`src/rtl/calc_req_driver.sv`:
```
// rtl/calc_req_driver.sv - drives one calc DUT request port from a command stream,
// allocating request tags and retiring them on response or timeout.
module calc_req_driver #(
    parameter int DATA_W   = 32,
    parameter int NUM_TAGS = 4,
    parameter int TIMEOUT  = 64
) (
    input  logic                        clk,
    input  logic                        reset,
    input  logic                        cmd_valid,
    output logic                        cmd_ready,
    input  logic [3:0]                  cmd_op,
    input  logic [DATA_W-1:0]           cmd_op1,
    input  logic [DATA_W-1:0]           cmd_op2,
    output logic [3:0]                  req_cmd,
    output logic [DATA_W-1:0]           req_data,
    output logic [$clog2(NUM_TAGS)-1:0] req_tag,
    input  logic [1:0]                  out_resp,
    input  logic [DATA_W-1:0]           out_data,
    input  logic [$clog2(NUM_TAGS)-1:0] out_tag,
    output logic                        rsp_valid,
    output logic [1:0]                  rsp_resp,
    output logic [DATA_W-1:0]           rsp_data,
    output logic [$clog2(NUM_TAGS)-1:0] rsp_tag,
    output logic                        spurious_err,
    output logic                        timeout_err,
    output logic [$clog2(NUM_TAGS)-1:0] err_tag,
    output logic [NUM_TAGS-1:0]         busy_mask
);

    localparam int TAG_W = $clog2(NUM_TAGS);
    localparam int AGE_W = $clog2(TIMEOUT) + 1;
    localparam logic [AGE_W-1:0] AGE_MAX = AGE_W'(TIMEOUT - 1);
    localparam logic [AGE_W-1:0] AGE_ONE = AGE_W'(1);

    typedef enum logic [1:0] {
        ST_IDLE,
        ST_OP1,
        ST_OP2
    } state_t;

    state_t              state_q, state_d;
    logic [3:0]          req_cmd_q, req_cmd_d;
    logic [DATA_W-1:0]   req_data_q, req_data_d;
    logic [TAG_W-1:0]    req_tag_q, req_tag_d;
    logic [DATA_W-1:0]   op2_q, op2_d;
    logic [NUM_TAGS-1:0] busy_q, busy_d;
    logic [AGE_W-1:0]    age_q [NUM_TAGS];
    logic [AGE_W-1:0]    age_d [NUM_TAGS];
    logic                rsp_valid_q, rsp_valid_d;
    logic [1:0]          rsp_resp_q, rsp_resp_d;
    logic [DATA_W-1:0]   rsp_data_q, rsp_data_d;
    logic [TAG_W-1:0]    rsp_tag_q, rsp_tag_d;
    logic                spurious_q, spurious_d;
    logic                timeout_q, timeout_d;
    logic [TAG_W-1:0]    err_tag_q, err_tag_d;

    logic                free_any;
    logic [TAG_W-1:0]    free_tag;
    logic                accept;
    logic                retire_hit;
    logic                spurious_hit;
    logic                to_hit;
    logic [TAG_W-1:0]    to_tag;

    always_comb begin
        free_any = ~&busy_q;
        free_tag = '0;
        for (int i = NUM_TAGS - 1; i >= 0; i--) begin
            if (!busy_q[i]) free_tag = TAG_W'(i);
        end
        cmd_ready = (state_q == ST_IDLE) && free_any && (cmd_op != 4'd0) && !reset;
        accept    = cmd_valid && cmd_ready;

        retire_hit   = (out_resp != 2'd0) && busy_q[out_tag];
        spurious_hit = (out_resp != 2'd0) && !busy_q[out_tag];

        // A response on the expiry edge wins; only one tag times out per cycle,
        // any other expired tag stays saturated and is reported next cycle.
        to_hit = 1'b0;
        to_tag = '0;
        for (int i = NUM_TAGS - 1; i >= 0; i--) begin
            if (busy_q[i] && (age_q[i] == AGE_MAX) &&
                !(retire_hit && (out_tag == TAG_W'(i)))) begin
                to_hit = 1'b1;
                to_tag = TAG_W'(i);
            end
        end

        busy_d = busy_q;
        age_d  = age_q;
        for (int i = 0; i < NUM_TAGS; i++) begin
            if (busy_q[i] && (age_q[i] != AGE_MAX)) age_d[i] = age_q[i] + AGE_ONE;
        end
        if (retire_hit) busy_d[out_tag] = 1'b0;
        if (to_hit)     busy_d[to_tag]  = 1'b0;
        // Allocation looks at busy_q, so a tag freed this edge is never reused this edge.
        if (accept) begin
            busy_d[free_tag] = 1'b1;
            age_d[free_tag]  = '0;
        end

        state_d    = state_q;
        req_cmd_d  = 4'd0;
        req_data_d = '0;
        req_tag_d  = req_tag_q;
        op2_d      = op2_q;
        case (state_q)
            ST_IDLE: begin
                if (accept) begin
                    state_d    = ST_OP1;
                    req_cmd_d  = cmd_op;
                    req_data_d = cmd_op1;
                    req_tag_d  = free_tag;
                    op2_d      = cmd_op2;
                end
            end
            ST_OP1: begin
                state_d    = ST_OP2;
                req_data_d = op2_q;
            end
            ST_OP2: begin
                state_d = ST_IDLE;
            end
            default: begin
                state_d = ST_IDLE;
            end
        endcase

        rsp_valid_d = retire_hit;
        rsp_resp_d  = retire_hit ? out_resp : rsp_resp_q;
        rsp_data_d  = retire_hit ? out_data : rsp_data_q;
        rsp_tag_d   = retire_hit ? out_tag  : rsp_tag_q;
        spurious_d  = spurious_hit;
        timeout_d   = to_hit;
        err_tag_d   = to_hit ? to_tag : (spurious_hit ? out_tag : err_tag_q);
    end

    always_ff @(posedge clk) begin
        if (reset) begin
            state_q     <= ST_IDLE;
            req_cmd_q   <= 4'd0;
            req_data_q  <= '0;
            req_tag_q   <= '0;
            op2_q       <= '0;
            busy_q      <= '0;
            for (int i = 0; i < NUM_TAGS; i++) age_q[i] <= '0;
            rsp_valid_q <= 1'b0;
            rsp_resp_q  <= 2'd0;
            rsp_data_q  <= '0;
            rsp_tag_q   <= '0;
            spurious_q  <= 1'b0;
            timeout_q   <= 1'b0;
            err_tag_q   <= '0;
        end else begin
            state_q     <= state_d;
            req_cmd_q   <= req_cmd_d;
            req_data_q  <= req_data_d;
            req_tag_q   <= req_tag_d;
            op2_q       <= op2_d;
            busy_q      <= busy_d;
            for (int i = 0; i < NUM_TAGS; i++) age_q[i] <= age_d[i];
            rsp_valid_q <= rsp_valid_d;
            rsp_resp_q  <= rsp_resp_d;
            rsp_data_q  <= rsp_data_d;
            rsp_tag_q   <= rsp_tag_d;
            spurious_q  <= spurious_d;
            timeout_q   <= timeout_d;
            err_tag_q   <= err_tag_d;
        end
    end

    assign req_cmd      = req_cmd_q;
    assign req_data     = req_data_q;
    assign req_tag      = req_tag_q;
    assign rsp_valid    = rsp_valid_q;
    assign rsp_resp     = rsp_resp_q;
    assign rsp_data     = rsp_data_q;
    assign rsp_tag      = rsp_tag_q;
    assign spurious_err = spurious_q;
    assign timeout_err  = timeout_q;
    assign err_tag      = err_tag_q;
    assign busy_mask    = busy_q;

endmodule

```
`config.mk`:
```
export PLATFORM = sky130hd
export DESIGN_NAME = calc_req_driver
export DESIGN_NICKNAME = d
export VERILOG_FILES = /design/src/rtl/calc_req_driver.sv
export SDC_FILE = /design/constraint.sdc
export NUM_CORES = 1
export LEC_CHECK = 0
export CAP_MARGIN = 20
export CORE_MARGIN = 2
export CORE_UTILIZATION = 54
export CTS_CLUSTER_DIAMETER = 120
export DETAILED_ROUTE_END_ITERATION = 16
export DONT_BUFFER_PORTS = 1
export MAX_ROUTING_LAYER = met4
export PLACE_DENSITY = 0.66
export SLEW_MARGIN = 40
export SYNTH_ARGS = -nofsm -noshare
export SYNTH_HDL_FRONTEND = slang
export SYNTH_SLANG_ARGS = --single-unit
```
`constraint.sdc`:
```
create_clock -name clk -period 2.64 [get_ports clk]
set_clock_uncertainty 0.15 [all_clocks]
set_input_delay 0.792 -clock clk [delete_from_list [all_inputs] [get_ports clk]]
set_output_delay 0.792 -clock clk [all_outputs]
set_load 0.1 [all_outputs]
```
# Word-level counts from Yosys, hierarchy flattened
# Index checks and enable logic that the tools add are counted.
# W data, S select, Z words.
# totals
out_inout_bits,84
reg_bits,145
inputBits,107
# op_classes
addsub,4
bitwise_logic,10
magnitude_cmp,8
reduce_logical,41
n_eq_ne,13
n_mux,36
# op_table
cell,count
$pmux W32 S2,1
$mux W7,5
$mux W32,1
$add A7 B1 Y7 const B,4
$and A28 B28 Y28,1
$eq A7 B6 Y1 const B,4
$mux W28,1
$ne A7 B6 Y1 const B,4
$not A28 Y28,1
$logic_and A1 B1 Y1,26
$mux W2,11
$demux W7 S2,1
$mux W4,3
$lt A2 B3 Y1 const B,3
$and A4 B4 Y4,2
$mux W1,8
$not A4 Y4,2
$logic_not A1 Y1,7
$demux W1 S2,3
$ge A2 B1 Y1 const B,3
$eq A2 B1 Y1 const B,2
$eq A2 B2 Y1 const B,2
$logic_not A2 Y1,2
$or A4 B4 Y4,1
12 further kinds,14

# Longest topological paths before layout
# Gate-level depths: netlist (run 1).
# depth
word_depth,19
depth_mapped,7
mapped_depth_nobuf,6

# Least setup slack after synthesis (run 1)
# Ideal clock, no wire load.
# synth_path
path_type,reg2out
start,register busy_q[1] (netlist: busy_mask[1])
end,output port cmd_ready
t_arrival_ns,2.003
path_buffers,1
stages_incl_launch_ff,4
slack_ns,-0.305
t_required_ns,1.698
cell_sequence,dfxtp_1 buf_2 nand4_1 and3_1
# synth_via
elab_chain_len,5
# synth_rtl
element,line_no,text
"start, declared",47,"logic [NUM_TAGS-1:0] busy_q, busy_d;"
"start signal, assigned",161,busy_q <= busy_d;
$reduce_and A4 Y1,67,free_any = ~&busy_q;
$logic_not A1 Y1,67,
$logic_and A1 B1 Y1 (3 in series),72,cmd_ready = (state_q == ST_IDLE) && free_any && (cmd_op != 4'd0) && !reset;
"end, declared",11,"output logic cmd_ready,"
# No other way between the ends.

# Worst setup path in the final report (run 1)
# layout_path
start,input port cmd_op[1]
end,output port cmd_ready
# layout_via
elab_chain_len,3
# layout_rtl
element,line_no,text
"start, declared",12,"input logic [3:0] cmd_op,"
$reduce_bool A4 Y1,72,
$logic_and A1 B1 Y1 (2 in series),72,
# No other way between the ends.

==> impl_metrics.json, run 1 <==
{
  "outcome": "finished clean",
  "antenna_found_initial": 0,
  "end_kind": "output pin",
  "slowest_stage": "or4_4",
  "cts_hold_buf": 0,
  "seqCellArea_um2": 2907,
  "cp-start-kind": "input pin",
  "cp_cell_sequence": "or4_4 -> and3_4",
  "post_synth.cell_area_avg_um2": 8.630,
  "synth_top_area_frac": 0.5331,
  "gp_congestion": 0.8531,
  "yosysUniqueCellTypes": 54,
  "cts_tree": "done",
  "swShare": 0.2480,
  "rsz0062_at_grt": "false",
  "worst_path_largest_cell_delay_ns": 0.51,
  "grt_util_all_layers": 0.2436,
  "drc": 0,
  "synth_top_cell_by_area": "dfxtp_1",
  "clk_pin_slew_worst_paths_ns": 0.06,
  "internal_power_w": 0.003812,
  "post-route-min-period_ns": 2.543,
  "fp.dieW_um": 104.4,
  "netlist_instances": 631,
  "final_cell_mix": "nand2_1, dfxtp_1, buf_4, a21oi_1, nor2_1",
  "cts_made_buffers": 17,
  "fill_cells": 788,
  "cts_resized": 0,
  "timing.hold.ws_ns": 0.1958,
  "clockBufferDepth": 2,
  "pwr-share-seq": 0.449,
  "p_leak_nw": 2.574,
  "p_per_area_nw_per_um2": 752.5,
  "port_buffers": 0,
  "critical_path_buf_inv_count": 0,
  "grt_pass1_wl_um": 20540,
  "drtPass1Iterations": 4,
  "synth_edf_count": 0,
  "synth_nets": 742,
  "vias_per_cell": 5.416,
  "cts_setup_buffers": 0,
  "hpwlAfterDp_um": 9174,
  "ys_warn_count": 0,
  "arrival_ns": 1.60,
  "fmax_mhz": 393.2,
  "crit_required_ns": 1.70,
  "ir_drop_mv": 0.3508,
  "fin_setup_tns_ns": 0,
  "start_util": 0.5571,
  "cts-root-buf": "clkbuf_8",
  "drt_iter0_drc": 372,
  "yosysSeqAreaShare": 0.5331,
  "core_area_um2": 9774,
  "cp_num_cells": 2,
  "slew_headroom": 0.5172,
  "r2r_cells": 5,
  "min_period_over_period": 0.9633,
  "diodes": 0,
  "drv_slew": 0,
  "hp-class": "input pin to flip-flop",
  "nNetsFinal": 812,
  "clockPowerShare": 0.456,
  "grt_max_degree": 86,
  "htree_levels": 4,
  "overflow": 0,
  "ys_seq_elements": 145,
  "ys.flop_type": "dfxtp_1",
  "combPwrFrac": 0.095,
  "synthTopCellsByArea": "dfxtp_1, nand2_1, a21oi_1, nor2_1, a22oi_1",
  "multiInputGateArea_um2": 2365,
  "grt_pass1_vias": 4114,
  "clock_latency_ns": 0.51,
  "whs_path_depth": 1,
  "pin_count": 191,
  "power.switching_w": 0.001257,
  "finalSetupViolations": 0,
  "ant_nets": 0,
  "syn_to_final_growth_pct": 23.71,
  "critPathKind": "input pin to output pin",
  "netlist_area_um2": 5445,
  "ys_async_sr_fraction": 0,
  "clkSinkCount": 145,
  "rows": 36,
  "die_h_um": 104.4,
  "routed_wl_um": 13110,
  "worstMarginPinSlew_ns": 0.7227,
  "vias": 4582,
  "cap_viol_max_count": 0,
  "avgRoutedWirePerCell_um": 15.50,
  "layout-drive-gt1-share": 0.1950,
  "worstPathMaxFanout": 2,
  "final_hold_viol_count": 0,
  "path_delay_family": "simple AND/OR/NAND/NOR gates",
  "layout_commonest_cell": "nand2_1",
  "dieArea_um2": 10900
}
## cell usage after synthesis (all sizes together) (6+ instances only)
cell / count
o21ai: 7
a21oi: 78
nand3: 8
inv: 6
a22oi: 32
buf: 13
xor2: 11
and3: 6
nor2: 72
nand4: 11
dfxtp: 145
clkbuf: 26
xnor2: 9
nand2: 153
## flip-flops by register name, indices dropped and copies added (netlist names)
signal,cells
req_cmd,4
rsp_valid,1
state_q,2
spurious_err,1
req_tag,2
busy_mask,4
rsp_resp,2
timeout_err,1
rsp_data,32
age_q,28
rsp_tag,2
op2_q,32
req_data,32
err_tag,2
## metrics by stage
stage	instance area, µm²	total power (W)	instances	worst slack [ns]	util
after floorplan	5454	0.002733	631	0.05310	-
after global placement	6156	0.002797	815	0.01993	0.6298
after detailed placement	6161	0.002805	815	0.09358	0.6303
after CTS	6736	0.005106	846	0.09536	0.6892
after global routing	6736	0.005233	846	0.09067	0.6892
final	6736	0.005069	846	0.09686	0.6892
## cell type report
class,instances,area share
Sequential cell,145,0.4315
Multi-Input combinational cell,441,0.3510
Timing Repair Buffer,90,0.1040
Clock buffer,21,0.06519
Tap cell,133,0.02470
Clock inverter,10,0.02025
Inverter,6,0.003343
## final timing paths
kind / startpoint / slack, ns / endpoint
worst max-delay path: cmd_op[1] / 0.1 / cmd_ready
worst min-delay path: reset / 0.20 / op2_q[21]
worst max register to register: busy_mask[1] / 0.51 / err_tag[0]
worst min register to register: op2_q[20] / 0.30 / op2_q[20]
## power by group through the flow
stage	combinational (W)	sequential [W]	clock, W
finish	0.000483	0.00227	0.00231
global route	0.000511	0.00228	0.00244
CTS	0.000485	0.00227	0.00235
detailed placement	0.000484	0.00232	0
global placement	0.000478	0.00232	0
floorplan	0.000187	0.00255	0
## per-layer routing
layer,GRT usage,up-vias,routed length [µm]
met5,-,-,0
met4,0.1042,0,315
met3,0.06516,24,807
met2,0.3982,154,6793
met1,0.2826,2139,5198
li1,-,2265,-
## cell families after synthesis
logic type                 share of synthesized area
muxes                                        0.01149
and+or+nand+nor                               0.2190
DFF                                           0.5331
adders and majority gates                   0.009192
AOI/OAI and AO/OA                             0.1597
buffers and inverters                        0.03539
xor gates and xnor gates                     0.03217
Power figures use the tool's default switching activity.
==> inputs of run 2 (changes only) <==
--- a/config.mk
+++ b/config.mk
@@ -8,6 +8,7 @@
 export CAP_MARGIN = 20
 export CORE_MARGIN = 2
 export CORE_UTILIZATION = 54
+export CTS_BUF_LIST = sky130_fd_sc_hd__clkbuf_2
 export CTS_CLUSTER_DIAMETER = 120
 export DETAILED_ROUTE_END_ITERATION = 16
 export DONT_BUFFER_PORTS = 1
==> impl_metrics.json, run 2 (synthesis gave the netlist of run 1 again) <==
{
  "layout_commonest_cell": "nand2_1",
  "cts-root-buf": "clkbuf_2",
  "reg2reg_from": "busy_mask[1]",
  "avgRoutedWirePerCell_um": 15.51,
  "pre_cts_slack_ns": 0.09358,
  "fmax_mhz": 388.5,
  "outcome": "finished clean",
  "arrival_ns": 1.63,
  "cap_viol_max_count": 0,
  "slowest_stage": "and3_4",
  "worstPathMaxFanout": 2,
  "ant_nets": 0,
  "pin_count": 191,
  "drtPass1Iterations": 4,
  "slew_headroom": 0.5177,
  "drv_slew": 0,
  "clkSinkCount": 145,
  "gp_congestion": 0.8531,
  "final_hold_viol_count": 0,
  "routed_wl_um": 13200,
  "cp-start-kind": "flip-flop",
  "cts_made_buffers": 17,
  "end_kind": "output pin",
  "drc": 0,
  "ir_drop_mv": 0.3141,
  "hp-class": "input pin to flip-flop",
  "worst_path_largest_cell_delay_ns": 0.41,
  "clockBufferDepth": 2,
  "antenna_found_initial": 0,
  "timing.hold.ws_ns": 0.07028,
  "final_cell_mix": "nand2_1, dfxtp_1, buf_4, a21oi_1, nor2_1",
  "layout-drive-gt1-share": 0.2047,
  "min_period_over_period": 0.9750,
  "nNetsFinal": 817,
  "dieArea_um2": 10900,
  "start_util": 0.5571,
  "hold_start": "out_data[31]",
  "setup_slack_ns": 0.06594,
  "core_area_um2": 9774,
  "worstMarginPinSlew_ns": 0.7219,
  "vias": 4580,
  "overflow": 0,
  "rows": 36,
  "finalInstanceArea_um2": 6475,
  "clk_pin_slew_worst_paths_ns": 0.21,
  "hpwlAfterDp_um": 9174,
  "rsz0062_at_grt": "true",
  "grt_util_all_layers": 0.2446,
  "fill_cells": 839,
  "p_leak_nw": 2.477,
  "syn_to_final_growth_pct": 18.91,
  "port_buffers": 0,
  "cts_tree": "done",
  "die_h_um": 104.4,
  "finalSetupViolations": 0,
  "diodes": 0,
  "crit_required_ns": 1.70,
  "seqCellArea_um2": 2914,
  "p_per_area_nw_per_um2": 626.7,
  "multiInputGateArea_um2": 2371,
  "clock_latency_ns": 0.67,
  "htree_levels": 4,
  "startpoint": "busy_mask[1]",
  "cp_cell_sequence": "nand4_1 -> and3_4",
  "grt_pass1_wl_um": 20550,
  "post-route-min-period_ns": 2.574,
  "fp.dieW_um": 104.4,
  "critPathKind": "flip-flop to output pin",
  "grt_pass1_vias": 4165,
  "drt_iter0_drc": 360,
  "place_area_um2": 6161,
  "grt_max_degree": 79,
  "vias_per_cell": 5.382
}
-- run 2: cell count changes in the layout (fill, tap and decap cells not counted) --
cell / before / now
dfxtp_4: 0 / 2
dlygate4sd3_1: 0 / 1
clkbuf_1: 3 / 0
clkbuf_8: 2 / 0
clkinv_1: 0 / 1
clkbuf_16: 16 / 0
buf_16: 0 / 1
clkbuf_2: 0 / 20
dfxtp_1: 142 / 140
nor3_2: 1 / 0
buf_4: 88 / 91
nor3_4: 0 / 1
-- run 2: through the flow --
stage / instances / power, W / TNS [ns] / utilization
after floorplan: 631 / 0.002733 / 0 / -
after global placement: 815 / 0.002797 / 0 / 0.6298
after CTS: 851 / 0.004090 / -0.004950 / 0.6624
final: 851 / 0.004058 / 0 / 0.6624
after global routing: 851 / 0.004212 / -0.04502 / 0.6624
after detailed placement: 815 / 0.002805 / 0 / 0.6303
-- run 2: per-layer routing --
| layer | track usage | wire length (µm) | vias up | part of all wire |
|---|---|---|---|---|
| met5 | - | 0 | - | 0 |
| met3 | 0.06642 | 846 | 29 | 0.064 |
| met2 | 0.4038 | 6711 | 136 | 0.51 |
| li1 | - | - | 2280 | - |
| met4 | 0.1052 | 345 | 0 | 0.026 |
| met1 | 0.2795 | 5298 | 2135 | 0.40 |
-- run 2: final timing paths --
check,to,slack [ns],depth (start not counted)
setup / recovery,cmd_ready,0.07,2
hold / removal,rsp_data[31],0.07,2
setup reg to reg,err_tag[0],0.42,6
hold reg to reg,op2_q[17],0.32,2
-- run 2: cell type report --
class,instances,area share
Timing Repair Buffer,95,0.1175
Clock buffer,20,0.01546
Sequential cell,145,0.4500
Clock inverter,11,0.02164
Multi-Input combinational cell,441,0.3662
Inverter,6,0.003478
Tap cell,133,0.02570
-- run 2: worst max-delay path: cells and delay by family (launching register included) --
family	cells	cell delay, ns
AND/OR/NAND/NOR	2	0.57
flip-flops	1	0.39
-- run 2: what timing repair did --
| action | CTS | global route |
|---|---|---|
| endpoints found under the hold margin | 78 | 0 |
| pin swaps | 3 | 0 |
| setup endpoints to repair | 1 | 1 |
| resized for setup | 5 | 0 |
| buffers inserted | 3 | 0 |
| hold buffers | 2 | 0 |
-- run 2: power by group --
part           internal [W]  total (W)  switching (W)
clock              0.000526    0.00127       0.000745
combinational      0.000119   0.000513       0.000395
sequential          0.00225    0.00227      0.0000250
total               0.00289    0.00406        0.00116
